==> src/rtl/pe_seq_ctrl.sv <==
// pe_seq_ctrl: sequences dot-product beats through a PE adder,
// tracks elements/phases and presents the accumulated result.
module pe_seq_ctrl (
  input  logic        clk,
  input  logic        rst_n,
  input  logic        start,
  input  logic [1:0]  mode,
  input  logic [7:0]  len,
  input  logic        abort,
  input  logic        in_valid,
  output logic        in_ready,
  input  logic [19:0] pe_sum,
  output logic [1:0]  sum_signal_1,
  output logic [1:0]  sum_signal_2,
  output logic [1:0]  sum_signal_3,
  output logic [1:0]  sum_signal_4,
  output logic [19:0] previous_sum,
  output logic        out_valid,
  input  logic        out_ready,
  output logic [19:0] out_data,
  output logic        busy
);

  typedef enum logic [1:0] {
    IDLE = 2'd0,
    RUN  = 2'd1,
    OUT  = 2'd2
  } state_t;

  state_t      state;
  state_t      state_nxt;
  logic [19:0] acc;
  logic [7:0]  cnt;
  logic [7:0]  len_q;
  logic [1:0]  mode_q;
  logic        phase;
  logic        accept;
  logic        elem_done;
  logic        last;

  // state register
  always_ff @(posedge clk or negedge rst_n) begin
    if (!rst_n) state <= IDLE;
    else        state <= state_nxt;
  end

  // next state, handshake and shift-code decode
  always_comb begin
    state_nxt    = state;
    in_ready     = 1'b0;
    out_valid    = 1'b0;
    busy         = (state != IDLE);
    accept       = 1'b0;
    last         = 1'b0;
    sum_signal_1 = 2'd0;
    sum_signal_2 = 2'd0;
    sum_signal_3 = 2'd0;
    sum_signal_4 = 2'd0;
    elem_done    = (mode_q != 2'b11) || phase;
    unique case (1'b1)
      (state == IDLE): begin
        if (start) state_nxt = RUN;
      end
      (state == RUN): begin
        in_ready = 1'b1;
        accept   = in_valid;
        last     = accept && elem_done &&
                   (({1'b0, cnt} + 9'd1) == {1'b0, len_q});
        if (mode_q == 2'b10 ||
            (mode_q == 2'b11 && !phase)) begin
          sum_signal_2 = 2'd1;
          sum_signal_3 = 2'd1;
          sum_signal_4 = 2'd2;
        end else if (mode_q == 2'b11) begin
          sum_signal_1 = 2'd1;
          sum_signal_2 = 2'd2;
          sum_signal_3 = 2'd2;
          sum_signal_4 = 2'd3;
        end
        if (last) state_nxt = OUT;
      end
      (state == OUT): begin
        out_valid = 1'b1;
        if (out_ready) state_nxt = IDLE;
      end
      default: state_nxt = IDLE;
    endcase
    if (abort) state_nxt = IDLE;
    previous_sum = acc;
    out_data     = out_valid ? acc : 20'd0;
  end

  // accumulator, element counter, phase and job parameters
  always_ff @(posedge clk or negedge rst_n) begin
    if (!rst_n) begin
      acc    <= 20'd0;
      cnt    <= 8'd0;
      phase  <= 1'b0;
      mode_q <= 2'd0;
      len_q  <= 8'd0;
    end else if (abort) begin
      acc   <= 20'd0;
      cnt   <= 8'd0;
      phase <= 1'b0;
    end else if (state == IDLE && start) begin
      mode_q <= mode;
      len_q  <= (len == 8'd0) ? 8'd1 : len;
      acc    <= 20'd0;
      cnt    <= 8'd0;
      phase  <= 1'b0;
    end else if (accept) begin
      acc <= pe_sum;
      if (mode_q == 2'b11) phase <= ~phase;
      if (elem_done) cnt <= cnt + 8'd1;
    end
  end

endmodule

==> config.mk <==
export PLATFORM = sky130hd
export DESIGN_NAME = pe_seq_ctrl
export DESIGN_NICKNAME = d
export VERILOG_FILES = /design/src/rtl/pe_seq_ctrl.sv
export SDC_FILE = /design/constraint.sdc
export NUM_CORES = 1
export LEC_CHECK = 0
export CAP_MARGIN = 15
export CORE_UTILIZATION = 39
export CTS_CLUSTER_DIAMETER = 50
export DETAILED_ROUTE_END_ITERATION = 12
export PLACE_DENSITY_LB_ADDON = 0.2
export SETUP_SLACK_MARGIN = 0.2
export SKIP_CTS_REPAIR_TIMING = 1
export SKIP_LAST_GASP = 1
export SYNTH_ARGS = -nofsm -noshare
export SYNTH_HDL_FRONTEND = slang
export SYNTH_SLANG_ARGS = --single-unit
==> constraint.sdc <==
create_clock -name clk -period 1.55 [get_ports clk]
set_clock_uncertainty 0.05 [all_clocks]
set_input_delay 0.31 -clock clk [delete_from_list [all_inputs] [get_ports clk]]
set_output_delay 0.31 -clock clk [all_outputs]
set_load 0.02 [all_outputs]
After elaboration in Yosys (flattened, before gate mapping)
Index checks and enable logic that the tools add are counted.
{"block": "classes", "eq_ne": 9, "reduce_logical": 17, "add_sub_neg": 2, "bitwise": 2, "muxes": 30}
{"op": "20-bit two-way mux", "n": 4}
{"op": "8-bit two-way mux", "n": 5}
{"op": "2-bit two-way mux", "n": 10}
{"op": "1-bit two-way mux", "n": 10}
{"op": "8-bit by 1-bit adder with 9-bit output, second input constant", "n": 1}
{"op": "9-bit by 8-bit == test with 1-bit output", "n": 1}
{"op": "3-bit nonzero test", "n": 3}
{"op": "8-bit by 1-bit adder with 8-bit output, second input constant", "n": 1}
{"op": "8-bit zero test", "n": 1}
{"op": "2-bit == test, second input constant", "n": 3}
{"op": "3-bit inequality test, second input constant", "n": 2}
{"op": "2-bit case mux with 3 select lines", "n": 1}
{"op": "2-bit AND reduction", "n": 3}
{"op": "1-bit logical AND", "n": 4}
{"op": "3-bit by 2-bit inequality test with 1-bit output, second input constant", "n": 1}
{"op": "3-bit AND reduction", "n": 1}
{"op": "2-bit by 1-bit == test with 1-bit output, second input constant", "n": 1}
{"op": "2-bit zero test", "n": 1}
{"op": "1-bit logical OR", "n": 2}
{"op": "2-bit inequality test, second input constant", "n": 1}
{"op": "1-bit inverter", "n": 2}
{"op": "2-bit nonzero test", "n": 1}
{"op": "1-bit zero test", "n": 1}
{"block": "word_totals", "elab_cells": 66, "register_bits": 41, "out_inout_bits": 51, "input_bits": 36}

Longest topological paths before layout
Gate-level depths: netlist (run 1).
{"block": "depth", "depth_word": 7, "mapped_depth": 6, "mapped_depth_nobuf": 6}

Worst setup path before layout (run 1)
No wires, ideal clock.
{"block": "synth_timing", "path_type": "register to output", "start": "register state[1]", "end": "output port sum_signal_2[1]", "arrival_ps": 1655, "stages_incl_launch_ff": 6, "required_time_ps": 1190, "path_slack_ps": -465, "path_buffers": 1, "path_cell_list": "dfrtp_1 > nor2b_1 > nand2_1 > inv_1 > and3_1 > buf_4"}
{"block": "synth_via", "elab_chain_cells": 2}
{"element": "from (decl)", "line": "30", "rtl": "state_t state;"}
{"element": "from (signal assigned)", "line": "44", "rtl": "else state <= state_nxt;"}
{"element": "2-bit by 1-bit == test with 1-bit output", "line": "64", "rtl": "(state == RUN): begin"}
{"element": "2-bit two-way mux", "line": "60", "rtl": "unique case (1'b1)"}
{"element": "to (decl)", "line": "14", "rtl": "output logic [1:0] sum_signal_2,"}
Every way passes these cells.

Worst setup path in the final report (run 1)
{"block": "layout_timing", "start": "register state[1]", "end": "output port out_data[9]"}
{"block": "layout_via", "elab_chain_cells": 3}
{"element": "2-bit == test", "line": "82", "rtl": "(state == OUT): begin"}
{"element": "1-bit two-way mux", "line": "60"}
{"element": "20-bit two-way mux", "line": "90", "rtl": "out_data = out_valid ? acc : 20'd0;"}
{"element": "to (decl)", "line": "20", "rtl": "output logic [19:0] out_data,"}
Every way passes these cells.

==> flow_summary.yaml, run 1 <==
status:
  status: "finished, violations left"
  violations: "setup timing"
worst_setup_path:
  r2r_slack_ps: -160
  worstPathRequired_ps: 1190
  reg2reg_from: "state[1]$_DFFE_PN0P_"
  path_class: "flop to output pin"
  reg2regPathDepth: 7
  r2r_end: "state[0]$_DFFE_PN0P_"
  end_kind: "output pin"
  cp.arrival_ps: 1390
  worstPathMaxFanout: 10
  crit_path_start_kind: "flop"
die:
  core_area_sq_um: 5270
  start_util_pct: 41.5
  die_y_um: 76.9
  io_pins: 87
  rows: 26
  die_x_um: 76.9
  die_area_sq_um: 5920
global_routing:
  track_usage_pct: 20.2
  antenna_found_initial: 0
  grt_util_met1_pct: 24.8
  met3_usage_pct: 4.76
  grt_max_degree: 42
  grt_pass1_vias: 1967
  met2_usage_pct: 34.1
  grt.busiest_layer: "met2"
  grt_pass1_wl_um: 9360
  grt-ovfl-total: 0
yosys:
  yosysWarnings: 0
  yosysSeqAreaShare_pct: 46.9
  syn_area_sq_um: 2190
  synth_fp_nets: 275
  synth_compound_area_share_pct: 10.1
  synthMuxAreaShare_pct: 4.11
  synthXorXnorAreaFrac_pct: 7.89
  synthCells: 238
  synth-simple-area-share_pct: 24.7
  synth_top_family_by_area: "simple AND/OR/NAND/NOR gates"
  synth_cell_types: 38
  avgSynthCellArea_sq_um: 9.20
  synth_fa_ha_area_share_pct: 0.571
  synth_seq_cells: 41
detailed_routing:
  ant_nets: 0
  wire_per_inst_um: 14.8
  drt-total-wl_um: 6350
  drt_iter0_markers: 110
  drc_errors: 0
  vias_per_cell: 4.93
  vias: 2117
  firstDrtPassIters: 4
clock_network:
  insertion_delay_ps: 300
  cts_inserted_buffers: 5
  cts_tree: "built"
  clkTransAtPathRegs_ps: 90
  htreeDepth: 2
  cts_max_path_buffers: 2
  cts.sinks: 41
  ctsRootBufferMaster: "clkbuf_8"
timing:
  min_period_ps: 1750
  timing.final.ws_setup_ps: -202
  setup_tns_ps: -4920
  setup_viol: 36
  max_clock_freq_mhz: 571
  rsz0062_at_grt: "yes"
  slew_violations: 0
  fin_crit_sh_pct: 113
  hold_viol_final: 0
final_layout:
  syn2layout_area_growth_pct: 75.5
  layout.nets: 395
  fillers: 398
  drive_above_1_share_pct: 39.3
  antenna_cells: 0
placed_design:
  place_congestion: 0.802
  dp_hpwl_um: 4070
  portBuffers: 85
  place_ws_ps: -378
pwr:
  power_density_nw_per_um2: 765
  p_leak_nw: 2.06
  vdd_ir_drop_max_mv: 0.666
run:
  max_cap_violations: 0
worst_hold_path:
  hold_class: "primary input to async pin"
cell usage after synthesis:
master | count | area, sq um
and4bb_1 | 1 | 12.5
or3_1 | 1 | 6.26
and3b_1 | 1 | 8.76
nand2_1 | 46 | 173
dfrtp_1 | 41 | 1030
a21oi_1 | 27 | 135
inv_1 | 5 | 18.8
mux2_1 | 3 | 33.8
nand3b_1 | 1 | 7.51
nor4_2 | 1 | 12.5
xor3_1 | 1 | 23.8
and3_1 | 2 | 12.5
nor4_1 | 2 | 12.5
a31oi_1 | 1 | 6.26
nor2b_1 | 3 | 18.8
nand2b_1 | 1 | 6.26
buf_2 | 2 | 10.0
clkbuf_1 | 8 | 30.0
nand4_1 | 1 | 6.26
buf_4 | 7 | 52.6
nor3_1 | 3 | 15.0
a21o_1 | 2 | 15.0
a2111oi_0 | 1 | 8.76
ha_1 | 1 | 12.5
a211oi_1 | 1 | 7.51
nor2_1 | 15 | 56.3
a2111oi_2 | 1 | 15.0
and2_1 | 20 | 125
nand2_4 | 2 | 22.5
o21ai_0 | 3 | 15.0
o2111ai_1 | 2 | 17.5
conb_1 | 1 | 3.75
xor2_1 | 5 | 43.8
xnor2_1 | 12 | 105
buf_6 | 1 | 11.3
and3_4 | 1 | 11.3
nand3_1 | 7 | 35.0
mux2_2 | 5 | 56.3
how the worst max path moves through the flow:
stage,cells after the start,endpoint,startpoint
4_1_cts,5,out_data[8],state[1]$_DFFE_PN0P_
2_1_floorplan,5,sum_signal_2[1],state[1]$_DFFE_PN0P_
6_report,5,out_data[9],state[1]$_DFFE_PN0P_
5_1_grt,5,sum_signal_3[1],state[0]$_DFFE_PN0P_
3_3_place_gp,7,state[0]$_DFFE_PN0P_,start
3_5_place_dp,7,state[0]$_DFFE_PN0P_,start
sequential cells by signal, summed over array words and instances, names as in the netlist:
name,count
phase,1
len_q,8
previous_sum,20
cnt,8
mode_q,2
state,2
where the power goes:
group / leakage [nW] / internal, W / total, W / switching, W
Clock: 0.0574 / 0.000524 / 0.000912 / 0.000388
Sequential: 0.542 / 0.00115 / 0.00123 / 0.0000747
Combinational: 1.47 / 0.000449 / 0.000801 / 0.000352
Total: 2.06 / 0.00212 / 0.00294 / 0.000814
through the flow:
| step | hold WS, ps | util, % | instance area [sq um] | power, W | std cells |
|---|---|---|---|---|---|
| floorplan | -35.6 | - | 2350 | 0.00159 | 238 |
| global placement | 251 | 65.5 | 3450 | 0.00192 | 409 |
| detailed placement | 250 | 65.5 | 3450 | 0.00193 | 409 |
| CTS | -78.6 | 67.8 | 3570 | 0.00285 | 417 |
| global route | 480 | 72.9 | 3840 | 0.00308 | 429 |
| finish | 446 | 72.9 | 3840 | 0.00294 | 429 |
kinds of logic after synthesis:
| logic type | after synthesis |
|---|---|
| multiplexers | 8 |
| adder cells (fa/ha/maj) | 1 |
| XOR/XNOR | 18 |
| flip-flops | 41 |
| AND/OR/NAND/NOR | 108 |
| AO/OA/AOI/OAI | 38 |
| other | 1 |
| buffers and inverters | 23 |
layer usage:
| layer | wire, um | part of all wire, % |
|---|---|---|
| met1 | 2680 | 42 |
| met2 | 3250 | 51 |
| met3 | 294 | 4.6 |
| met4 | 125 | 2.0 |
| met5 | 0 | 0 |
layout by cell type, fill, tap and decap left out, types with 9 or more instances in the layout:
master	count
buf_4	39
dfrtp_1	38
buf_2	9
nor2_1	11
a21oi_1	24
buf_6	13
dlymetal6s2s_1	21
and2_2	10
xnor2_1	11
clkdlybuf4s50_1	34
nand2_1	43
and2_4	9
critical path, cell delays in order (launching register included):
cell,delay [ps]
dfrtp_2,410
inv_2,60
nor2_4,170
clkbuf_16,180
and2_2,130
buf_2,150
area by class of cell:
class                      count  area, sq um  area share (%)
clock inverter                 2         37.5           0.977
timing repair buffer         131         1340            34.8
multi-input combinational    174         1250            32.5
inverter                       5         21.3           0.553
clock buffer                   6         82.6            2.15
tap                           70         87.6            2.28
sequential                    41         1030            26.8
(Power assumes the default switching activity.)
==> run 2: changes to the inputs <==
--- a/config.mk
+++ b/config.mk
@@ -7,5 +7,5 @@
 export LEC_CHECK = 0
 export CAP_MARGIN = 15
-export CORE_UTILIZATION = 39
+export CORE_UTILIZATION = 43
 export CTS_CLUSTER_DIAMETER = 50
 export DETAILED_ROUTE_END_ITERATION = 12
==> constraint.sdc (replaced) <==
create_clock -name clk -period 2.2 [get_ports clk]
set_clock_uncertainty 0.05 [all_clocks]
set_input_delay 0.44 -clock clk [delete_from_list [all_inputs] [get_ports clk]]
set_output_delay 0.44 -clock clk [all_outputs]
set_load 0.1 [all_outputs]
==> run 2 against run 1 <==
  * Worst setup slack better by 390 ps
  * Power decreased by 30%
  * Final area shrank 7.8%
  * First-iteration DRC count up 2.7%
  * Sequential share of layout area rose by 2.6 points
  * Clock power decreased by 35%
  * Highest routed layer unchanged
  * Routed wire length fell by 14%
  * Via count down 7.2%
  * The run now ends clean
  * Die area is 9.1% lower
==> flow_summary.yaml, run 2 (synthesis gave the netlist of run 1 again) <==
status:
  status: "finished clean"
final_layout:
  drive_above_1_share_pct: 35.4
  instances_no_fill: 389
  syn2layout_area_growth_pct: 61.9
  final_common_cell: "nand2_1"
  final_cell_mix: "nand2_1, clkdlybuf4s50_1, buf_12, dfrtp_1, buf_4"
  layout.nets: 358
  largest_reg_flops: 20
  antenna_cells: 0
  fillers: 369
worst_setup_path:
  worstPathMaxFanout: 21
  worstPathRequired_ps: 1710
  cp.arrival_ps: 1520
  end_kind: "output pin"
  path_class: "flop to output pin"
  crit_path_start_kind: "flop"
clock_network:
  htreeDepth: 2
  cts_inserted_buffers: 5
  ctsRootBufferMaster: "clkbuf_8"
  clkTransAtPathRegs_ps: 80
  insertion_delay_ps: 300
  cts.sinks: 41
  cts_max_path_buffers: 2
  cts_tree: "built"
timing:
  timing.hold.ws_ps: 53.8
  setup_viol: 0
  timing.slew.headroom_pct: 63.2
  worst_pin_slew_ps: 551
  max_clock_freq_mhz: 497
  rsz0062_at_grt: "yes"
  hold_viol_final: 0
  slew_violations: 0
  min_period_ps: 2010
  fin_crit_sh_pct: 91.5
placed_design:
  place_inst: 378
  place_congestion: 0.855
  portBuffers: 85
  dp_hpwl_um: 3880
detailed_routing:
  vias_per_cell: 5.05
  ant_nets: 0
  drt-total-wl_um: 5480
  wire_per_inst_um: 14.1
  drc_errors: 0
  vias: 1965
  firstDrtPassIters: 4
  drt_iter0_markers: 113
global_routing:
  antenna_found_initial: 0
  grt_pass1_wl_um: 8820
  track_usage_pct: 21.6
  grt_max_degree: 42
  grt_pass1_vias: 1883
  grt-ovfl-total: 0
die:
  rows: 25
  die_y_um: 73.4
  die_area_sq_um: 5380
  die_x_um: 73.4
  core_area_sq_um: 4820
  io_pins: 87
  start_util_pct: 45.5
worst_hold_path:
  hold_class: "primary input to async pin"
run:
  max_cap_violations: 0
pwr:
  internal_power_w: 0.00138
  power_frac_comb_pct: 28.5
  p_sw_share_pct: 32.8
  vdd_ir_drop_max_mv: 0.400
  power_frac_seq_pct: 42.4
  power_density_nw_per_um2: 580
  p_leak_nw: 1.49
  clockPowerShare_pct: 29.1
  p_sw_w: 0.000674
## run 2: cell type report
| type | instances | area (sq um) | area share, % |
|---|---|---|---|
| repair buffers | 94 | 1180 | 33.3 |
| inverters | 5 | 22.5 | 0.635 |
| flip-flops and latches | 41 | 1040 | 29.4 |
| well taps | 67 | 83.8 | 2.36 |
| clock inverters | 2 | 35.0 | 0.988 |
| clock buffers | 6 | 72.6 | 2.05 |
| multi-input cells | 174 | 1110 | 31.3 |
## run 2: worst paths after layout
check	from	cells after the start	slack, ps	endpoint
min in group clk	len_q[3]$_DFFE_PN0P_	1	480	len_q[3]$_DFFE_PN0P_
max reg2reg	cnt[0]$_DFFE_PN0P_	6	280	state[0]$_DFFE_PN0P_
max in group asynchronous	rst_n	2	1820	state[1]$_DFFE_PN0P_
min reg2reg	len_q[3]$_DFFE_PN0P_	1	480	len_q[3]$_DFFE_PN0P_
min	rst_n	2	50	cnt[3]$_DFFE_PN0P_
max	state[1]$_DFFE_PN0P_	5	190	out_data[9]
## run 2: metrics by stage
stage	TNS, ps	total power (W)	instance area (sq um)	util, %	worst slack (ps)
CTS	0	0.00206	3520	73.0	72.2
floorplan	-2330	0.00125	2320	-	-539
global placement	0	0.00145	3410	70.8	77.6
finish	0	0.00205	3540	73.6	187
global route	0	0.00215	3540	73.6	129
detailed placement	-145	0.00146	3410	70.8	-82.0
## run 2: routing by layer
metal,GRT usage [%],vias to the layer above,share of wire [%]
met1,26.3,945,41
met2,36.6,59,52
met3,4.53,15,4.6
li1,-,946,-
met5,0,-,0
met4,10.3,0,2.3
## run 2: worst max-delay path, stage by stage, from the launching register on
cell and delay (ps):
dfrtp_2 430, inv_1 80, nor2_1 140, buf_6 210, and2_2 190, buf_12 170
## run 2: power groups by stage
| stage | Sequential (W) | Clock (W) | Combinational (W) |
|---|---|---|---|
| after floorplan | 0.000957 | 0 | 0.000296 |
| after global placement | 0.000884 | 0 | 0.000568 |
| after detailed placement | 0.000886 | 0 | 0.000577 |
| after CTS | 0.000871 | 0.000606 | 0.000580 |
| after global routing | 0.000880 | 0.000643 | 0.000624 |
| final | 0.000871 | 0.000597 | 0.000586 |
==> run 3: changes to the inputs <==
Settings changed: CORE_MARGIN from default to 2, CORE_UTILIZATION 43 to 39, PLACE_DENSITY from default to 0.76, PLACE_DENSITY_LB_ADDON 0.2 to default.
Clock period 2.2 ns to 1.65 ns, I/O delays scaled along.
==> run 3 against run 2 <==
  * The flow now finishes with violations (setup timing)
  * Die area rose by 16%
  * Cell count increased by 8.7%
  * Register-to-register slack worse by 360 ps
  * First-iteration DRC count down 53%
  * Flip-flop and latch count unchanged
  * Critical path depth stayed put
  * Sequential power up 34%
  * Global-route usage decreased by 0.89 points
==> flow_summary.yaml, run 3 (synthesis gave the netlist of run 1 again) <==
status:
  status: "finished, violations left"
  violations: "setup timing"
clock_network:
  htreeDepth: 2
  clkTransAtPathRegs_ps: 80
  cts_tree: "built"
  insertion_delay_ps: 290
  cts_max_path_buffers: 2
  cts_inserted_buffers: 5
  cts.sinks: 41
  ctsRootBufferMaster: "clkbuf_8"
worst_setup_path:
  end_kind: "output pin"
  crit_top_cell: "buf_12"
  r2r_slack_ps: -80
  worstPathRequired_ps: 1270
  critPathTopFamily: "buffers and inverters"
  crit_path_start_kind: "flop"
  r2r_end: "state[0]$_DFFE_PN0P_"
  reg2regPathDepth: 7
  crit_chain: "inv_1 -> nor2_2 -> buf_12 -> and2_4 -> buf_12"
  worstPathMaxFanout: 21
  critPathBufInv: 3
  reg2reg_from: "state[1]$_DFFE_PN0P_"
  crit_slowest_cell: "dfrtp_2"
  path_class: "flop to output pin"
  cp.arrival_ps: 1500
  cp-startpoint: "state[1]$_DFFE_PN0P_"
  max_stage_delay_ps: 420
pwr:
  power_w: 0.00290
  p_leak_nw: 1.76
  vdd_ir_drop_max_mv: 0.520
  power_density_nw_per_um2: 678
timing:
  slew_violations: 0
  fin_crit_sh_pct: 114
  rsz0062_at_grt: "yes"
  setup_tns_ps: -5850
  max_clock_freq_mhz: 532
  hold_viol_final: 0
  setup_viol: 32
  timing.final.ws_setup_ps: -230
  min_period_ps: 1880
final_layout:
  syn2layout_area_growth_pct: 95.1
  final_common_cell: "buf_12"
  final_area_sq_um: 4270
  layout.nets: 387
  fillers: 339
  antenna_cells: 0
  largest_reg_flops: 20
  regArea_sq_um: 1060
  drive_above_1_share_pct: 49.0
  final_util_pct: 78.1
  final_cell_mix: "buf_12, nand2_1, clkdlybuf4s50_1, a21oi_1, dfrtp_2"
  multi_input_area_sq_um: 1230
global_routing:
  antenna_found_initial: 0
  track_usage_pct: 20.7
  grt_max_degree: 30
  grt_pass1_vias: 2017
  grt-ovfl-total: 0
  grt_pass1_wl_um: 10000
placed_design:
  portBuffers: 85
  place_congestion: 0.859
  placed_cell_area_sq_um: 3930
  dp_hpwl_um: 4750
die:
  die_area_sq_um: 6230
  die_y_um: 78.9
  rows: 27
  start_util_pct: 40.0
  core_area_sq_um: 5470
  die_x_um: 78.9
  io_pins: 87
detailed_routing:
  firstDrtPassIters: 4
  vias_per_cell: 5.03
  vias: 2129
  wire_per_inst_um: 16.2
  drt_iter0_markers: 53
  drt-total-wl_um: 6850
  drc_errors: 0
  ant_nets: 0
run:
  max_cap_violations: 0
worst_hold_path:
  hold_class: "primary input to async pin"
## run 3: changes by cell type in the layout (fill, tap and decap cells not counted), moves of 3 or more
cell | before | now
and2_2 | 11 | 0
and2_4 | 9 | 20
buf_12 | 31 | 54
buf_4 | 27 | 22
buf_6 | 1 | 8
clkbuf_16 | 0 | 3
dfrtp_1 | 29 | 17
dfrtp_2 | 12 | 23
nor2_1 | 15 | 12
## run 3: cell type report
cell class	count	area share (%)
clock inverters	1	0.117
flip-flops and latches	41	24.8
well taps	72	2.11
inverters	5	0.527
clock buffers	7	2.25
repair buffers	123	41.3
multi-input cells	174	28.9
## run 3: metrics by stage
step,setup slack [ps],hold slack (ps),cells
floorplan,-979,-15.6,238
global placement,-277,243,405
detailed placement,-349,245,405
CTS,-349,-74.4,413
global route,-276,493,423
finish,-230,453,423
## run 3: worst max-delay path by stage
stage                                       to  slack (ps)  depth (start not counted)
after floorplan                sum_signal_2[1]        -980                          5
after global placement    state[0]$_DFFE_PN0P_        -280                          7
after global routing           sum_signal_2[1]        -280                          5
final                              out_data[6]        -230                          5
after CTS                         out_data[11]        -350                          5
after detailed placement  state[0]$_DFFE_PN0P_        -350                          7
## run 3: power breakdown
part	leakage (nW)	internal (W)	switching [W]	total (W)
clock network	0.0542	0.000378	0.000348	0.000727
logic	1.20	0.000462	0.000540	0.00100
registers	0.508	0.00109	0.0000840	0.00117
total	1.76	0.00193	0.000972	0.00290
## run 3: layer usage
| layer | track usage [%] | wire (um) | up-vias |
|---|---|---|---|
| met5 | 0 | 0 | - |
| li1 | - | - | 1007 |
| met4 | 5.86 | 107 | 0 |
| met3 | 5.80 | 486 | 9 |
| met1 | 24.9 | 2690 | 1032 |
| met2 | 36.3 | 3570 | 81 |
## run 3: worst register-to-register path: stages, from the launching register on
cell and delay [ps]:
dfrtp_2 450, buf_4 170, nor2b_1 120, a2111oi_1 70, buf_4 140, nor4_2 240, o2111ai_1 180, a21o_1 210
